--- src/rtl/hazard_unit.sv ---
// Hazard unit: bypass select, load-use and mult/div interlock.
// Ports: clock/reset, iss_* decode info, flush; sel_a/sel_b, stall, md_busy/md_done/md_rd.
module hazard_unit #(
  parameter int DEPTH     = 2,
  parameter int RW        = 5,
  parameter int MD_CYCLES = 32,
  localparam int SW       = $clog2(DEPTH + 1)
) (
  input  logic          clock,
  input  logic          reset,
  input  logic          iss_valid,
  input  logic [RW-1:0] iss_rs1,
  input  logic [RW-1:0] iss_rs2,
  input  logic          iss_use1,
  input  logic          iss_use2,
  input  logic [RW-1:0] iss_rd,
  input  logic          iss_we,
  input  logic          iss_load,
  input  logic          iss_md,
  input  logic          flush,
  output logic [SW-1:0] sel_a,
  output logic [SW-1:0] sel_b,
  output logic          stall,
  output logic          md_busy,
  output logic          md_done,
  output logic [RW-1:0] md_rd
);

  localparam int CW = $clog2(MD_CYCLES + 1);

  // Tracker, entry 1 is the youngest writer.
  logic [DEPTH:1] tv;
  logic [DEPTH:1] twe;
  logic [DEPTH:1] tld;
  logic [RW-1:0]  trd [1:DEPTH];

  logic [CW-1:0]  cnt;
  logic           load_use;
  logic           md_stall;
  logic           accept;

  // Walk oldest to youngest so the youngest match wins.
  always_comb begin
    sel_a = '0;
    sel_b = '0;
    for (int k = DEPTH; k >= 1; k--) begin
      if (tv[k] && twe[k] && trd[k] != '0) begin
        if (iss_use1 && trd[k] == iss_rs1) sel_a = SW'(k);
        if (iss_use2 && trd[k] == iss_rs2) sel_b = SW'(k);
      end
    end
  end

  assign md_busy = (cnt != '0);
  assign md_done = (cnt == CW'(1));

  always_comb begin
    load_use = tv[1] && twe[1] && tld[1] && trd[1] != '0 &&
               ((iss_use1 && trd[1] == iss_rs1) ||
                (iss_use2 && trd[1] == iss_rs2));
    // The done cycle frees the unit and its result.
    md_stall = md_busy && !md_done &&
               (iss_md ||
                (md_rd != '0 &&
                 ((iss_use1 && md_rd == iss_rs1) ||
                  (iss_use2 && md_rd == iss_rs2) ||
                  (iss_we && md_rd == iss_rd))));
    stall    = iss_valid && (load_use || md_stall);
    accept   = iss_valid && !stall && !flush;
  end

  always_ff @(posedge clock) begin
    if (reset) begin
      tv  <= '0;
      twe <= '0;
      tld <= '0;
      for (int k = 1; k <= DEPTH; k++) trd[k] <= '0;
    end else begin
      tv[1]  <= accept && !iss_md;
      twe[1] <= iss_we;
      tld[1] <= iss_load;
      trd[1] <= iss_rd;
      for (int k = 2; k <= DEPTH; k++) begin
        tv[k]  <= tv[k-1] && !flush;
        twe[k] <= twe[k-1];
        tld[k] <= tld[k-1];
        trd[k] <= trd[k-1];
      end
    end
  end

  always_ff @(posedge clock) begin
    if (reset) begin
      cnt   <= '0;
      md_rd <= '0;
    end else if (flush) begin
      cnt <= '0;
    end else if (accept && iss_md) begin
      cnt   <= CW'(MD_CYCLES);
      md_rd <= iss_rd;
    end else if (md_busy) begin
      cnt <= cnt - CW'(1);
    end
  end

endmodule

--- config.mk ---
export PLATFORM = sky130hd
export DESIGN_NAME = hazard_unit
export DESIGN_NICKNAME = d
export VERILOG_FILES = /design/src/rtl/hazard_unit.sv
export SDC_FILE = /design/constraint.sdc
export NUM_CORES = 1
export LEC_CHECK = 0
export BUFFER_PORTS_ARGS = -buffer_cell sky130_fd_sc_hd__buf_2
export CAP_MARGIN = 15
export CELL_PAD_IN_SITES_DETAIL_PLACEMENT = 0
export CELL_PAD_IN_SITES_GLOBAL_PLACEMENT = 2
export CORE_ASPECT_RATIO = 0.75
export CORE_MARGIN = 10
export CORE_UTILIZATION = 28
export DETAILED_ROUTE_END_ITERATION = 10
export PLACE_DENSITY_LB_ADDON = 0.25
export SYNTH_ARGS = -nofsm -noshare
export SYNTH_HDL_FRONTEND = slang
export SYNTH_SLANG_ARGS = --single-unit
--- constraint.sdc ---
create_clock -name clock -period 1.72 [get_ports clock]
set_input_delay 0.258 -clock clock [delete_from_list [all_inputs] [get_ports clock]]
set_output_delay 0.258 -clock clock [all_outputs]
set_load 0.05 [all_outputs]
# ---- Yosys cells after proc, flatten, opt, wreduce, memory -nomap -nowiden
# Memories as Yosys holds them, arrays and structs flattened.
# Index checks and enable logic that the tools add are counted.
dict set report totals {
  mem_bits_ro 0
  register_bits 16
  ram_bits 10
  latch_bits 0
  output_inout_bits 12
  inputBits 24
  memories 1
}
# name words width read_ports rd_ports_with_merged_regs wr line_no
set mem_list {}
lappend mem_list {trd 2 5 2 0 2 35} ;# logic [RW-1:0] trd [1:DEPTH];
dict set report op_classes {
  n_eq_ne 8
  mul 0
  n_div 0
  shift 0
  add_sub_neg 1
  n_mux 15
  n_bitwise 3
  n_lt_le_gt_ge 0
  n_reduce_logical 40
}
# operator count
set ops {}
lappend ops {{== test 5 bit} 7}
lappend ops {{logical AND 1 bit} 23}
lappend ops {{2-to-1 mux 2 bit} 8}
lappend ops {{nonzero test 5 bit} 3}
lappend ops {{2-to-1 mux 6 bit} 2}
lappend ops {{2-to-1 mux 5 bit} 2}
lappend ops {{== test 6 x 1 -> 1 bit (second input constant)} 1}
lappend ops {{nonzero test 6 bit} 1}
lappend ops {{subtractor 6 x 1 -> 6 bit (second input constant)} 1}
lappend ops {{logical OR 1 bit} 5}
lappend ops {{zero test 1 bit} 4}
lappend ops {{2-to-1 mux 1 bit} 3}
lappend ops {{OR reduction 3 bit} 1}
lappend ops {{OR 1 bit} 2}
lappend ops {{AND reduction 2 bit} 1}
lappend ops {{nonzero test 2 bit} 1}
lappend ops {{OR reduction 2 bit} 1}
lappend ops {{NOT 1 bit} 1}

# ---- Logic depth before layout (Yosys ltp)
dict set report depth {
  word_depth 14
  ltp_mapped 7
  depth_no_buf 6
}

# ---- Worst setup path before layout
# OpenSTA, ideal clock, no wires.
dict set report synth_timing {
  path_type {reg-to-output}
  startpoint {memory trd[1][0]}
  endpoint {output port sel_a[1]}
  stages_incl_launch_ff 5
  slack_ps -1041
  path_buffers 0
  required_ps 1462
  arrival_ps 2503
  path_cell_list {dfxtp_1 -> or3_1 -> o311a_1 -> and2_1 -> nor3_1}
}
# item line_no
set synth_rtl {}
lappend synth_rtl {{from (decl)} 35}
lappend synth_rtl {{to (decl)} 21} ;# output logic [SW-1:0] sel_a,

# ---- Final worst setup path
dict set report layout_timing {
  startpoint {register md_rd[2]}
  endpoint {output port stall}
}
dict set report layout_via {
  elab_chain_cells 9
  word_cells_on_any_way 14
}
# item line_no
set layout_lines {}
lappend layout_lines {{from (decl)} 26} ;# output logic [RW-1:0] md_rd
lappend layout_lines {{from (signal assigned)} 100} ;# md_rd <= iss_rd;
lappend layout_lines {{== test 5 bit (on tied branches)} {65, 66}}
lappend layout_lines {{logical AND 1 bit (on tied branches)} {65, 66}}
lappend layout_lines {{logical OR 1 bit} 65} ;# ((iss_use1 && md_rd == iss_rs1) ||
lappend layout_lines {{logical OR 1 bit} 66} ;# (iss_use2 && md_rd == iss_rs2) ||
lappend layout_lines {{logical AND 1 bit *} 64} ;# (md_rd != '0 &&
lappend layout_lines {{logical OR 1 bit *} 63} ;# (iss_md ||
lappend layout_lines {{logical AND 1 bit *} 62} ;# md_stall = md_busy && !md_done &&
lappend layout_lines {{logical OR 1 bit *} 68} ;# stall = iss_valid && (load_use || md_stall);
lappend layout_lines {{logical AND 1 bit *} 68}
lappend layout_lines {{to (decl)} 23} ;# output logic stall,
# Every way passes the cells marked *; elsewhere a longest branch is shown, timed or not.

==> flow_summary_export.csv <==
group,metric,value,unit
layout,utilization,44.36,%
worst_setup_path,path_class,"reg2out",
synthesis,synth_area,1441,sq um
sta,timing.slew.headroom,71.31,%
worst_setup_path,critPathLaunch,"md_rd[2]$_SDFFE_PP0P_",
worst_setup_path,cpMaxStageDelayCell,"or4_4",
layout,fillers,495,
global_route,grt_pass1_vias,1280,
synthesis,yosys.area.top_type,"dfxtp_1",
power,leakage,1.046,nW
worst_setup_path,endpoint_kind,"primary output",
global_route,antenna_found_initial,0,
routing,drc,0,
clock_tree,ctsLongestPathBuffers,2,
layout,multiInputGateArea,1007,sq um
worst_setup_path,path_max_fanout,4,
die,dieWidth,102.8,microns
power,p_per_area,1417,nW/um^2
placed_design,pre_cts_slack,-0.3187,ns
sta,final_hold_viol_count,0,
synthesis,synth_area_leaders,"dfxtp_1, xor2_1, nor2b_1",
placed_design,io_buffers,35,
clock_tree,cts_max_level,1,
routing,firstDrtPassIters,4,
die,rows,22,
sta,tightest_slew,0.4287,ns
layout,fin_area,2186,sq um
run_status,status,"finished with violations",
synthesis,avgSynthCellArea,9.674,sq um
clock_tree,clock-root-buffer,"clkbuf_8",
global_route,grt_use_total,10.30,%
worst_setup_path,cp.depth,4,
global_route,grt_overflow,0,
routing,dr.first_iter.drc_count,38,
global_route,grt_max_degree,20,
clock_tree,cts_sinks,26,
layout,drive_gt1_share,47.27,%
worst_setup_path,cp_cell_sequence,"or4_4 > o311a_1 > o21a_4 > buf_8",
worst_hold_path,whs_path_depth,2,
synthesis,ys_types,35,
clock_tree,clk_latency,0.28,ns
die,die_h,82.14,microns
synthesis,synthCells,149,
sta,post-route-period-util,124.7,%
layout,area_growth,51.65,%
synthesis,yosysWarningCount,0,
layout,seqCellArea,543.0,sq um
clock_tree,clkTransAtPathRegs,0.09,ns
die,io_pins,36,
layout,fin_nets,247,
global_route,grt_pass1_wl,6706,microns
synthesis,synth-seq-cells,26,
layout,antenna_cells,0,
placed_design,gp_congestion,0.8109,
sta,rsz0062_at_grt,"true",
layout,final_common_cell,"buf_4",
routing,routed_wirelength,4360,microns
worst_setup_path,crit_buf_inv,1,
die,die_area,8447,sq um
job,cap_violations,0,
layout,final_cell_mix,"buf_4, xor2_1, buf_2",
synthesis,syn_nets,175,
die,coreArea,4927,sq um
synthesis,yosysTopAreaCellShare,36.11,%
power,vdd_drop_max,0.7573,mV
placed_design,dpl.hpwl,3477,microns
worst_setup_path,r2r_cells,8,
layout,fin_cells,280,
run_status,failed_checks,"negative setup slack",
worst_hold_path,hp-class,"in2reg",
worst_setup_path,crit_end,"stall",
sta,fmax,466.3,MHz
worst_setup_path,path_delay_family,"compound AO/OA/AOI/OAI gates",
worst_setup_path,worstPathArrival,1.89,ns
worst_setup_path,rrSetupSlack,-0.26,ns
routing,vias,1267,
clock_tree,cts_tree,"done",
die,start_util,29.25,%
sta,period_minus_slack,2.145,ns
placed_design,postPlaceCellArea,1941,sq um
clock_tree,cts_buffers,3,
routing,avgViaCountPerCell,4.525,
worst_setup_path,crit_path_start_kind,"register",
placed_design,dp_cells,271,
sta,report.final.slew_viol_count,0,
worst_setup_path,critPathMaxStageDelay,0.53,ns
sta,skew,0.003963,ns
synthesis,ys_seq_area_share,36.11,%
routing,wl_per_cell,15.57,microns
routing,final_antenna_net_count,0,
sta,setup_viol,18,
worst_setup_path,regToRegStartpoint,"trd[1][2]$_SDFF_PP0_",
worst_setup_path,worstReg2RegEnd,"md_rd[4]$_SDFFE_PP0P_",
power,total_power,0.003097,W
worst_setup_path,required,1.46,ns
sta,setup_ws,-0.4247,ns
clock_tree,holdBufCountCts,0,
-- worst register-to-register path, delay by kind of cell, from the launching register on --
family | cells | cell delay, ns
buffers and inverters | 2 | 0.27
DFF | 1 | 0.38
xor gates and xnor gates | 1 | 0.18
AOI/OAI and AO/OA | 1 | 0.10
muxes | 1 | 0.31
and+or+nand+nor | 3 | 0.63
-- logic make-up after synthesis --
| group | count (synthesis) | synth area share [%] |
|---|---|---|
| compound gates | 10 | 5.295 |
| simple gates | 61 | 25.61 |
| buf+inv | 5 | 1.823 |
| fa+ha+maj | 2 | 1.736 |
| xor+xnor | 38 | 23.09 |
| flops | 26 | 36.11 |
| mux | 7 | 6.337 |
-- state kept, by name, indices dropped and copies added (netlist names) --
| register | cells |
|---|---|
| tv | 2 |
| trd | 10 |
| md_rd | 5 |
| tld | 1 |
| cnt | 6 |
| twe | 2 |
-- cell usage after synthesis, drive strengths merged --
master,instances
or4,2
o21a,1
nor4,7
and3,5
a21oi,1
a31oi,1
a21boi,1
and2,4
o211ai,2
or3,2
nor2,6
inv,3
buf,1
nand2,4
nor3,5
mux2i,2
ha,2
xor2,29
dfxtp,26
o311a,2
nand3,5
mux2,5
o21ai,2
nor2b,18
clkbuf,1
and4,2
nand4b,1
xnor2,9
-- worst min path at each step --
stage                     start  slack [ns]                    to
3_5_place_dp   tv[1]$_SDFF_PP0_        0.45      tv[2]$_SDFF_PP0_
5_1_grt                  iss_we        0.22     twe[1]$_SDFF_PP0_
6_report               iss_load        0.19     tld[1]$_SDFF_PP0_
4_1_cts                iss_load        0.20     tld[1]$_SDFF_PP0_
2_1_floorplan             reset        0.34  trd[1][2]$_SDFF_PP0_
3_3_place_gp   tv[1]$_SDFF_PP0_        0.46      tv[2]$_SDFF_PP0_
-- stage by stage --
step	setup TNS, ns	hold slack (ns)
finish	-3.977	0.1903
global route	-5.252	0.2195
CTS	-3.725	0.1960
detailed placement	-3.425	0.4544
global placement	-3.101	0.4594
floorplan	-0.4022	0.3375
-- repair_timing --
item | in CTS | in global routing
endpoints found under the setup margin | 18 | 19
gates resized for setup | 32 | 11
setup buffers | 2 | 4
pin swaps | 7 | 10
endpoints found under the hold margin | 0 | 0
-- cell type report --
cell class,instances,share of cell area (%)
multi-input cells,118,46.08
flip-flops and latches,26,24.84
repair buffers,69,23.07
well taps,60,3.434
clock buffers,3,1.889
inverters,3,0.5152
clock inverters,1,0.1717
-- routing by layer --
metal / global-route usage (%) / share of wire (%)
met5: 0 / 0
met4: 2.909 / 1.0
met1: 14.12 / 50
met3: 3.734 / 5.3
met2: 14.81 / 43
-- where the power goes --
group / leakage [nW] / total (W) / switching [W] / internal (W)
Sequential: 0.218 / 0.000775 / 0.0000809 / 0.000694
Clock: 0.0231 / 0.000362 / 0.000201 / 0.000161
Combinational: 0.804 / 0.00196 / 0.000986 / 0.000975
Note: power is estimated with default switching activity, not from simulation.
